--- src/rtl/decode.sv ---
// rtl/decode.sv - RV32I decode stage: field decode, regfile read, immediate gen, registered bundle
// Optional DECODE_SKID_BUFFER_EN adds a one-entry skid buffer so input_ready_o is registered.
module decode #(
  parameter int REG_ADDR_W = 5
) (
  input  logic                  clk_i,
  input  logic                  rst_i,
  input  logic                  flush_i,
  input  logic                  input_valid_i,
  output logic                  input_ready_o,
  input  logic [31:0]           instr_i,
  input  logic [31:0]           pc_i,
  output logic [REG_ADDR_W-1:0] rs1_addr_o,
  output logic [REG_ADDR_W-1:0] rs2_addr_o,
  input  logic [31:0]           rs1_data_i,
  input  logic [31:0]           rs2_data_i,
  output logic                  output_valid_o,
  input  logic                  output_ready_i,
  output logic [31:0]           pc_o,
  output logic [3:0]            op_class_o,
  output logic [2:0]            funct3_o,
  output logic                  funct7_5_o,
  output logic [31:0]           rs1_val_o,
  output logic [31:0]           rs2_val_o,
  output logic [31:0]           imm_o,
  output logic [REG_ADDR_W-1:0] rd_o,
  output logic                  reg_write_o
);

  localparam logic [3:0] CLS_LUI     = 4'd0;
  localparam logic [3:0] CLS_AUIPC   = 4'd1;
  localparam logic [3:0] CLS_JAL     = 4'd2;
  localparam logic [3:0] CLS_JALR    = 4'd3;
  localparam logic [3:0] CLS_BRANCH  = 4'd4;
  localparam logic [3:0] CLS_LOAD    = 4'd5;
  localparam logic [3:0] CLS_STORE   = 4'd6;
  localparam logic [3:0] CLS_OP_IMM  = 4'd7;
  localparam logic [3:0] CLS_OP      = 4'd8;
  localparam logic [3:0] CLS_FENCE   = 4'd9;
  localparam logic [3:0] CLS_SYSTEM  = 4'd10;
  localparam logic [3:0] CLS_ILLEGAL = 4'd15;

  localparam logic [6:0] OPC_LUI    = 7'b0110111;
  localparam logic [6:0] OPC_AUIPC  = 7'b0010111;
  localparam logic [6:0] OPC_JAL    = 7'b1101111;
  localparam logic [6:0] OPC_JALR   = 7'b1100111;
  localparam logic [6:0] OPC_BRANCH = 7'b1100011;
  localparam logic [6:0] OPC_LOAD   = 7'b0000011;
  localparam logic [6:0] OPC_STORE  = 7'b0100011;
  localparam logic [6:0] OPC_OP_IMM = 7'b0010011;
  localparam logic [6:0] OPC_OP     = 7'b0110011;
  localparam logic [6:0] OPC_FENCE  = 7'b0001111;
  localparam logic [6:0] OPC_SYSTEM = 7'b1110011;

  typedef struct packed {
    logic [31:0]           pc;
    logic [3:0]            op_class;
    logic [2:0]            funct3;
    logic                  funct7_5;
    logic [31:0]           rs1_val;
    logic [31:0]           rs2_val;
    logic [31:0]           imm;
    logic [REG_ADDR_W-1:0] rd;
    logic                  reg_write;
  } bundle_t;

  logic [6:0]  opcode;
  logic [2:0]  funct3;
  logic [6:0]  funct7;
  logic [31:0] imm_i, imm_s, imm_b, imm_u, imm_j;
  logic [3:0]  op_class;
  logic [31:0] imm;
  logic        writes_rd;
  logic        accept;
  bundle_t     dec_d;
  bundle_t     out_q;
  logic        out_valid_q;

  assign opcode = instr_i[6:0];
  assign funct3 = instr_i[14:12];
  assign funct7 = instr_i[31:25];

  assign rs1_addr_o = instr_i[15 +: REG_ADDR_W];
  assign rs2_addr_o = instr_i[20 +: REG_ADDR_W];

  assign imm_i = {{20{instr_i[31]}}, instr_i[31:20]};
  assign imm_s = {{20{instr_i[31]}}, instr_i[31:25], instr_i[11:7]};
  assign imm_b = {{19{instr_i[31]}}, instr_i[31], instr_i[7], instr_i[30:25], instr_i[11:8], 1'b0};
  assign imm_u = {instr_i[31:12], 12'b0};
  assign imm_j = {{11{instr_i[31]}}, instr_i[31], instr_i[19:12], instr_i[20], instr_i[30:21], 1'b0};

  // Exact 7-bit opcode matching also rejects any encoding with opcode[1:0] != 2'b11.
  always_comb begin
    op_class  = CLS_ILLEGAL;
    imm       = 32'h0;
    writes_rd = 1'b0;
    case (opcode)
      OPC_LUI:    begin op_class = CLS_LUI;    imm = imm_u; writes_rd = 1'b1; end
      OPC_AUIPC:  begin op_class = CLS_AUIPC;  imm = imm_u; writes_rd = 1'b1; end
      OPC_JAL:    begin op_class = CLS_JAL;    imm = imm_j; writes_rd = 1'b1; end
      OPC_JALR:   begin op_class = CLS_JALR;   imm = imm_i; writes_rd = 1'b1; end
      OPC_BRANCH: begin op_class = CLS_BRANCH; imm = imm_b; end
      OPC_LOAD:   begin op_class = CLS_LOAD;   imm = imm_i; writes_rd = 1'b1; end
      OPC_STORE:  begin op_class = CLS_STORE;  imm = imm_s; end
      OPC_OP_IMM: begin
        if (!((funct3 == 3'b001 && funct7 != 7'h00) ||
              (funct3 == 3'b101 && funct7 != 7'h00 && funct7 != 7'h20))) begin
          op_class  = CLS_OP_IMM;
          imm       = imm_i;
          writes_rd = 1'b1;
        end
      end
      OPC_OP: begin
        // funct7 0x20 only selects SUB and SRA.
        if ((funct7 == 7'h00) ||
            (funct7 == 7'h20 && (funct3 == 3'b000 || funct3 == 3'b101))) begin
          op_class  = CLS_OP;
          writes_rd = 1'b1;
        end
      end
      OPC_FENCE:  op_class = CLS_FENCE;
      OPC_SYSTEM: op_class = CLS_SYSTEM;
      default:    op_class = CLS_ILLEGAL;
    endcase
  end

  always_comb begin
    dec_d           = '0;
    dec_d.pc        = pc_i;
    dec_d.op_class  = op_class;
    dec_d.funct3    = funct3;
    dec_d.funct7_5  = instr_i[30];
    dec_d.rs1_val   = rs1_data_i;
    dec_d.rs2_val   = rs2_data_i;
    dec_d.imm       = imm;
    dec_d.rd        = instr_i[7 +: REG_ADDR_W];
    dec_d.reg_write = writes_rd && (instr_i[7 +: REG_ADDR_W] != '0);
  end

`ifdef DECODE_SKID_BUFFER_EN
  bundle_t skid_q;
  logic    skid_valid_q;
  logic    out_free;

  assign input_ready_o = !skid_valid_q && !flush_i;
  assign accept        = input_valid_i && input_ready_o;
  assign out_free      = !out_valid_q || output_ready_i;

  always_ff @(posedge clk_i or negedge rst_i) begin
    if (!rst_i) begin
      out_q        <= '0;
      out_valid_q  <= 1'b0;
      skid_q       <= '0;
      skid_valid_q <= 1'b0;
    end else if (flush_i) begin
      out_valid_q  <= 1'b0;
      skid_valid_q <= 1'b0;
    end else if (out_free) begin
      if (skid_valid_q) begin
        out_q        <= skid_q;
        out_valid_q  <= 1'b1;
        skid_valid_q <= 1'b0;
      end else if (accept) begin
        out_q       <= dec_d;
        out_valid_q <= 1'b1;
      end else begin
        out_valid_q <= 1'b0;
      end
    end else if (accept) begin
      // Output stalled: park the new instruction so ready need not see output_ready_i.
      skid_q       <= dec_d;
      skid_valid_q <= 1'b1;
    end
  end
`else
  assign input_ready_o = !flush_i && (!out_valid_q || output_ready_i);
  assign accept        = input_valid_i && input_ready_o;

  always_ff @(posedge clk_i or negedge rst_i) begin
    if (!rst_i) begin
      out_q       <= '0;
      out_valid_q <= 1'b0;
    end else if (flush_i) begin
      out_valid_q <= 1'b0;
    end else if (accept) begin
      out_q       <= dec_d;
      out_valid_q <= 1'b1;
    end else if (output_ready_i) begin
      out_valid_q <= 1'b0;
    end
  end
`endif

  assign output_valid_o = out_valid_q;
  assign pc_o           = out_q.pc;
  assign op_class_o     = out_q.op_class;
  assign funct3_o       = out_q.funct3;
  assign funct7_5_o     = out_q.funct7_5;
  assign rs1_val_o      = out_q.rs1_val;
  assign rs2_val_o      = out_q.rs2_val;
  assign imm_o          = out_q.imm;
  assign rd_o           = out_q.rd;
  assign reg_write_o    = out_q.reg_write;

endmodule

--- config.mk ---
export PLATFORM = sky130hd
export DESIGN_NAME = decode
export DESIGN_NICKNAME = d
export VERILOG_FILES = /design/src/rtl/decode.sv
export SDC_FILE = /design/constraint.sdc
export NUM_CORES = 1
export LEC_CHECK = 0
export BUFFER_PORTS_ARGS = -buffer_cell sky130_fd_sc_hd__buf_4
export CORE_UTILIZATION = 29
export CTS_CLUSTER_DIAMETER = 100
export DETAILED_ROUTE_END_ITERATION = 8
export PLACE_DENSITY = 0.65
export SLEW_MARGIN = 30
export SYNTH_ARGS = -nofsm -noshare
export SYNTH_HDL_FRONTEND = slang
export SYNTH_SLANG_ARGS = --single-unit
--- constraint.sdc ---
create_clock -name clk_i -period 4.56 [get_ports clk_i]
set_clock_uncertainty 0.2 [all_clocks]
set_input_delay 0.456 -clock clk_i [delete_from_list [all_inputs] [get_ports clk_i]]
set_output_delay 0.456 -clock clk_i [all_outputs]
set_load 0.02 [all_outputs]
Word level (Yosys, flattened, before mapping)
Cells that the tools add are included.
{ "word_totals": {"output_inout_bits": 154, "in_bits": 133, "word_cells": 59, "register_bits": 143} }
{ "classes": {"bitwise_logic": 1, "mux": 11, "n_reduce_logical": 22, "eq_ne": 15} }
{ "op_table": {"columns": ["operator", "count"], "rows": [
  ["32-bit case mux with 6 select lines", 1],
  ["4-bit case mux with 11 select lines", 1],
  ["32-bit two-way mux", 1],
  ["7-bit by 6-bit equality test with 1-bit output, second input constant", 4],
  ["7-bit equality test, second input constant", 4],
  ["7-bit by 5-bit equality test with 1-bit output, second input constant", 2],
  ["7-bit by 2-bit equality test with 1-bit output, second input constant", 1],
  ["7-bit by 4-bit equality test with 1-bit output, second input constant", 1],
  ["1-bit logical AND", 7],
  ["7-bit logical NOT", 1],
  ["7-bit by 6-bit inequality test with 1-bit output, second input constant", 1],
  ["7-bit nonzero test", 1],
  ["1-bit two-way mux", 5],
  ["5-bit nonzero test", 1],
  ["5-bit OR reduction", 1],
  ["1-bit logical OR", 4],
  ["4-bit two-way mux", 1],
  ["2-bit OR reduction", 2],
  ["3-bit by 1-bit equality test with 1-bit output, second input constant", 1],
  ["3-bit equality test, second input constant", 1],
  ["3-bit logical NOT", 1],
  ["3-bit two-way mux", 1],
  ["1-bit case mux with 3 select lines", 1],
  ["3-bit nonzero test", 1],
  ["other kinds (3)", 4]
]} }

Depth between registers and ports, before layout
{ "logic_depth": {"depth_word": 7, "depth_mapped": 7, "mapped_depth_nobuf": 5} }

Worst setup path after synthesis
No wires, ideal clock.
{ "synth_path": {"path_type": "input -> register", "start": "in instr_i[5]", "end": "reg out_q, in the netlist imm_o[29]", "arrival_ns": 1.837, "path_stages": 7, "setup_ns": 0.066, "slack_ns": 2.456, "t_required_ns": 4.294, "n_path_buf": 2, "path_cell_list": "buf_6 -> or3_4 -> a2111o_1 -> o211ai_2 -> and3_1 -> buf_6 -> a221o_1"} }
{ "synth_between": {"elab_chain_cells": 3, "word_cells_on_any_way": 11, "cone_classes": "8 x eq/ne; 1 x mux; 2 x reduce/logical"} }
{ "synth_lines": {"columns": ["item", "line", "rtl"], "rows": [
  ["from (decl)", "11", "input logic [31:0] instr_i,"],
  ["7-bit by 2-bit equality test with 1-bit output (tied with other cells)", "97", "case (opcode)"],
  ["2-bit OR reduction (no line)", null, null],
  ["32-bit case mux with 6 select lines *", "97", null],
  ["to (signal assigned)", "181", "out_q <= '0;"],
  ["to (signal assigned)", "186", "out_q <= dec_d;"],
  ["to (decl)", "76", "bundle_t out_q;"]
]} }
Mark *: on every way between the ends. The rest lies on a longest branch, timed or not.
A chain may end at the register's enable or synchronous reset.

Final worst setup path
{ "layout_path": {"start": "in flush_i", "end": "reg out_q, in the netlist imm_o[21]"} }
{ "layout_between": {"elab_chain_cells": 4, "word_cells_on_any_way": 5, "cone_classes": "1 x bitwise; 4 x reduce/logical"} }
{ "layout_lines": {"columns": ["item", "line", "rtl"], "rows": [
  ["from (decl)", "8", "input logic flush_i,"],
  ["1-bit logical NOT", "176", "assign input_ready_o = !flush_i && (!out_valid_q || output_ready_i);"],
  ["1-bit logical AND", "176", null],
  ["1-bit logical AND", "177", "assign accept = input_valid_i && input_ready_o;"],
  ["2-bit AND reduction (no line) *", null, null]
]} }
Marked as above.

==> results.txt <==
Total wire length = 18.8 mm
IO Pins = 287
RSZ-0062 raised after global routing = false
Crit path max fanout = 67
Largest net degree at the start of global routing = 82
Max_slew headroom = 48.0%
Iter 0 DRT Violations = 260
Mapped cell area = 5920 um^2
Clock slew at reported path FFs = 0.07 ns
Post-route ant nets = 0
Post-synth ARST share = 100%
Mapped Cells = 637
Final setup TNS = 0 ns
Vias = 5388
Final hold vios = 0
Post-synth EDFFs = 0
Yosys cell types = 46
Max Cap Violations = 0
Measured slew at the worst slew-check pin = 0.780 ns
Hold Path Class = in -> reg
Post-place setup slack = 1.76 ns
GR Overflow Total = 0
Top sig layer = met4
Design area = 8870 um^2
Post-synth top flop = dfrtp_1
Starting Density = 30.0%
Placed inst area = 8240 um^2
Met3 WL = 1.54 mm
Sequential share of the synthesized area = 60.5%
Max Clk Rate = 354 MHz
Fraction of layout instances using a drive strength above 1 = 36.3%
Layout area overhead = 49.9%
Worst EP required = 4.70 ns
Die area = 21000 um^2
WL/cell = 15.9 um
CTS tree = built
Pwr/cell area = 417 nW/um^2
Syn avg cell area = 9.29 um^2
Core area = 19700 um^2
Overall Global Routing Usage = 17.6%
Post-DR vias/cell = 4.55
Max-slew violation count = 0
Nets = 1038
DRC errors left = 0
Status = finished, final reports clean
Clock Path Buffers = 2
Initial antenna violation count = 0
CP Capture Type = flip-flop
First-pass GRT wire length = 27.6 mm
Period utilization = 61.9%
1st-pass router iterations = 4
Seq cells post-synth = 143
# rows = 51
CTS buffer count = 17
Vias in the first global route = 4995
Clk Tree Root Cell = clkbuf_16
Startpoint types = primary input
IO buf count = 286
DP HPWL = 13.4 mm
CP Data Arrival Time = 2.97 ns
DIE HEIGHT = 145 um
CTS sink count = 143
Yosys warns = 0
Wire length on met2 = 9.04 mm
DRT met1 WL = 7.91 mm
Max IR drop VDD = 226 uV
Worst setup margin = 1.74 ns
Critical path class = in -> reg
Minimum clock period after layout = 2.82 ns
Htree depth = 4
Die X = 145 um
GP Congestion = 0.893
Worst-Skew Late Latency = 0.41 ns
Final Setup Violations = 0
Syn_nets = 770
Leakage = 4.82 nW
## routing by layer
metal / track usage (%) / up-vias
li1: - / 2609
met1: 22.3 / 2536
met2: 28.5 / 227
met3: 5.50 / 16
met4: 5.54 / 0
met5: 0 / -
## worst max-delay path, cell delays in order
cell           delay (ns)
dlygate4sd3_1        0.54
buf_4                0.14
nor2b_1              0.23
nand2_4              0.43
a21oi_1              0.50
and3_1               0.46
a221o_1              0.17
## report_power, final
| part | internal, W | leakage, nW | switching, W |
|---|---|---|---|
| logic | 0.000330 | 2.71 | 0.000447 |
| registers | 0.00141 | 1.81 | 0.0000790 |
| clock network | 0.000828 | 0.291 | 0.000605 |
## final timing paths
| path | start | endpoint | slack [ns] | cells after the start |
|---|---|---|---|---|
| worst max-delay path | flush_i | imm_o[21] | 1.74 | 7 |
| worst min-delay path | rs2_data_i[10] | rs2_val_o[10] | 0.03 | 3 |
| worst max register to register | output_valid_o | imm_o[21] | 2.18 | 5 |
| worst min register to register | rs2_val_o[14] | rs2_val_o[14] | 0.27 | 2 |
| max in group asynchronous | rst_i | imm_o[22] | 2.74 | 3 |
| min in group asynchronous | rst_i | pc_o[26] | 0.47 | 2 |
## state kept, by name (all words and copies together), names as in the netlist
signal          cells
imm_o              32
output_valid_o      1
rd_o                5
pc_o               32
rs2_val_o          32
reg_write_o         1
funct3_o            3
rs1_val_o          32
funct7_5_o          1
op_class_o          4
## synth_stat cells (2+ instances only)
| library cell | instances | area share [%] |
|---|---|---|
| nor2_1 | 10 | 0.63 |
| inv_1 | 4 | 0.25 |
| nor2b_1 | 3 | 0.32 |
| buf_1 | 3 | 0.19 |
| and2_1 | 6 | 0.63 |
| nand2b_1 | 5 | 0.53 |
| clkbuf_1 | 28 | 1.8 |
| o22a_1 | 3 | 0.44 |
| a22o_1 | 11 | 1.6 |
| o21ai_0 | 4 | 0.34 |
| a21oi_1 | 4 | 0.34 |
| buf_6 | 2 | 0.38 |
| a221o_1 | 19 | 3.2 |
| buf_4 | 10 | 1.3 |
| nor4_1 | 3 | 0.32 |
| a311oi_1 | 2 | 0.30 |
| o21ai_1 | 6 | 0.51 |
| a32oi_1 | 3 | 0.44 |
| and3_1 | 3 | 0.32 |
| nand2_1 | 326 | 21 |
| dfrtp_1 | 143 | 60 |
| a21o_1 | 5 | 0.63 |
| nand3_1 | 5 | 0.42 |
| buf_2 | 2 | 0.17 |
| nor3_1 | 5 | 0.42 |
| o22ai_1 | 2 | 0.21 |
## what timing repair did
action | CTS | global route
buffers inserted | 0 | 0
hold endpoints to repair | 80 | 0
hold buffers | 2 | 0
endpoints found under the setup margin | 0 | 0
gates resized for setup | 0 | 0
## final cells by class
cell class              instances  area [um^2]
clock buffers                  17          425
well taps                     265          332
fillers                      1939        10800
inverters                       4         15.0
diodes                          1         2.50
clock inverters                15          175
multi-input cells             445         2130
flip-flops and latches        143         3580
repair buffers                294         2220
## stage by stage
stage	hold slack [ns]	power (W)	util, %	cells
after CTS	0.00898	0.00376	44.9	1183
final	0.0296	0.00370	45.0	1184
after global routing	0.00856	0.00388	45.0	1183
after detailed placement	0.263	0.00230	41.8	1149
after global placement	0.259	0.00229	41.8	1149
after floorplan	-0.0396	0.00187	-	637
## kinds of logic after synthesis
family                 count (synthesis)  share of synthesized area (%)
buffers and inverters                 49                           4.04
flip-flops                           143                           60.5
AO/OA/AOI/OAI                         69                           9.79
AND/OR/NAND/NOR                      374                           25.4
XOR/XNOR                               1                          0.148
multiplexers                           1                          0.190
## cell usage in the layout (no fill, tap or decap), drive strengths merged, types with 6 or more instances in the layout
| cell | count |
|---|---|
| nand2 | 326 |
| buf | 292 |
| dfrtp | 143 |
| a221o | 19 |
| clkbuf | 17 |
| inv | 13 |
| a22o | 11 |
| nor2 | 10 |
| o21ai | 10 |
| and2 | 6 |
No activity file was read; power rests on OpenSTA's default activity.
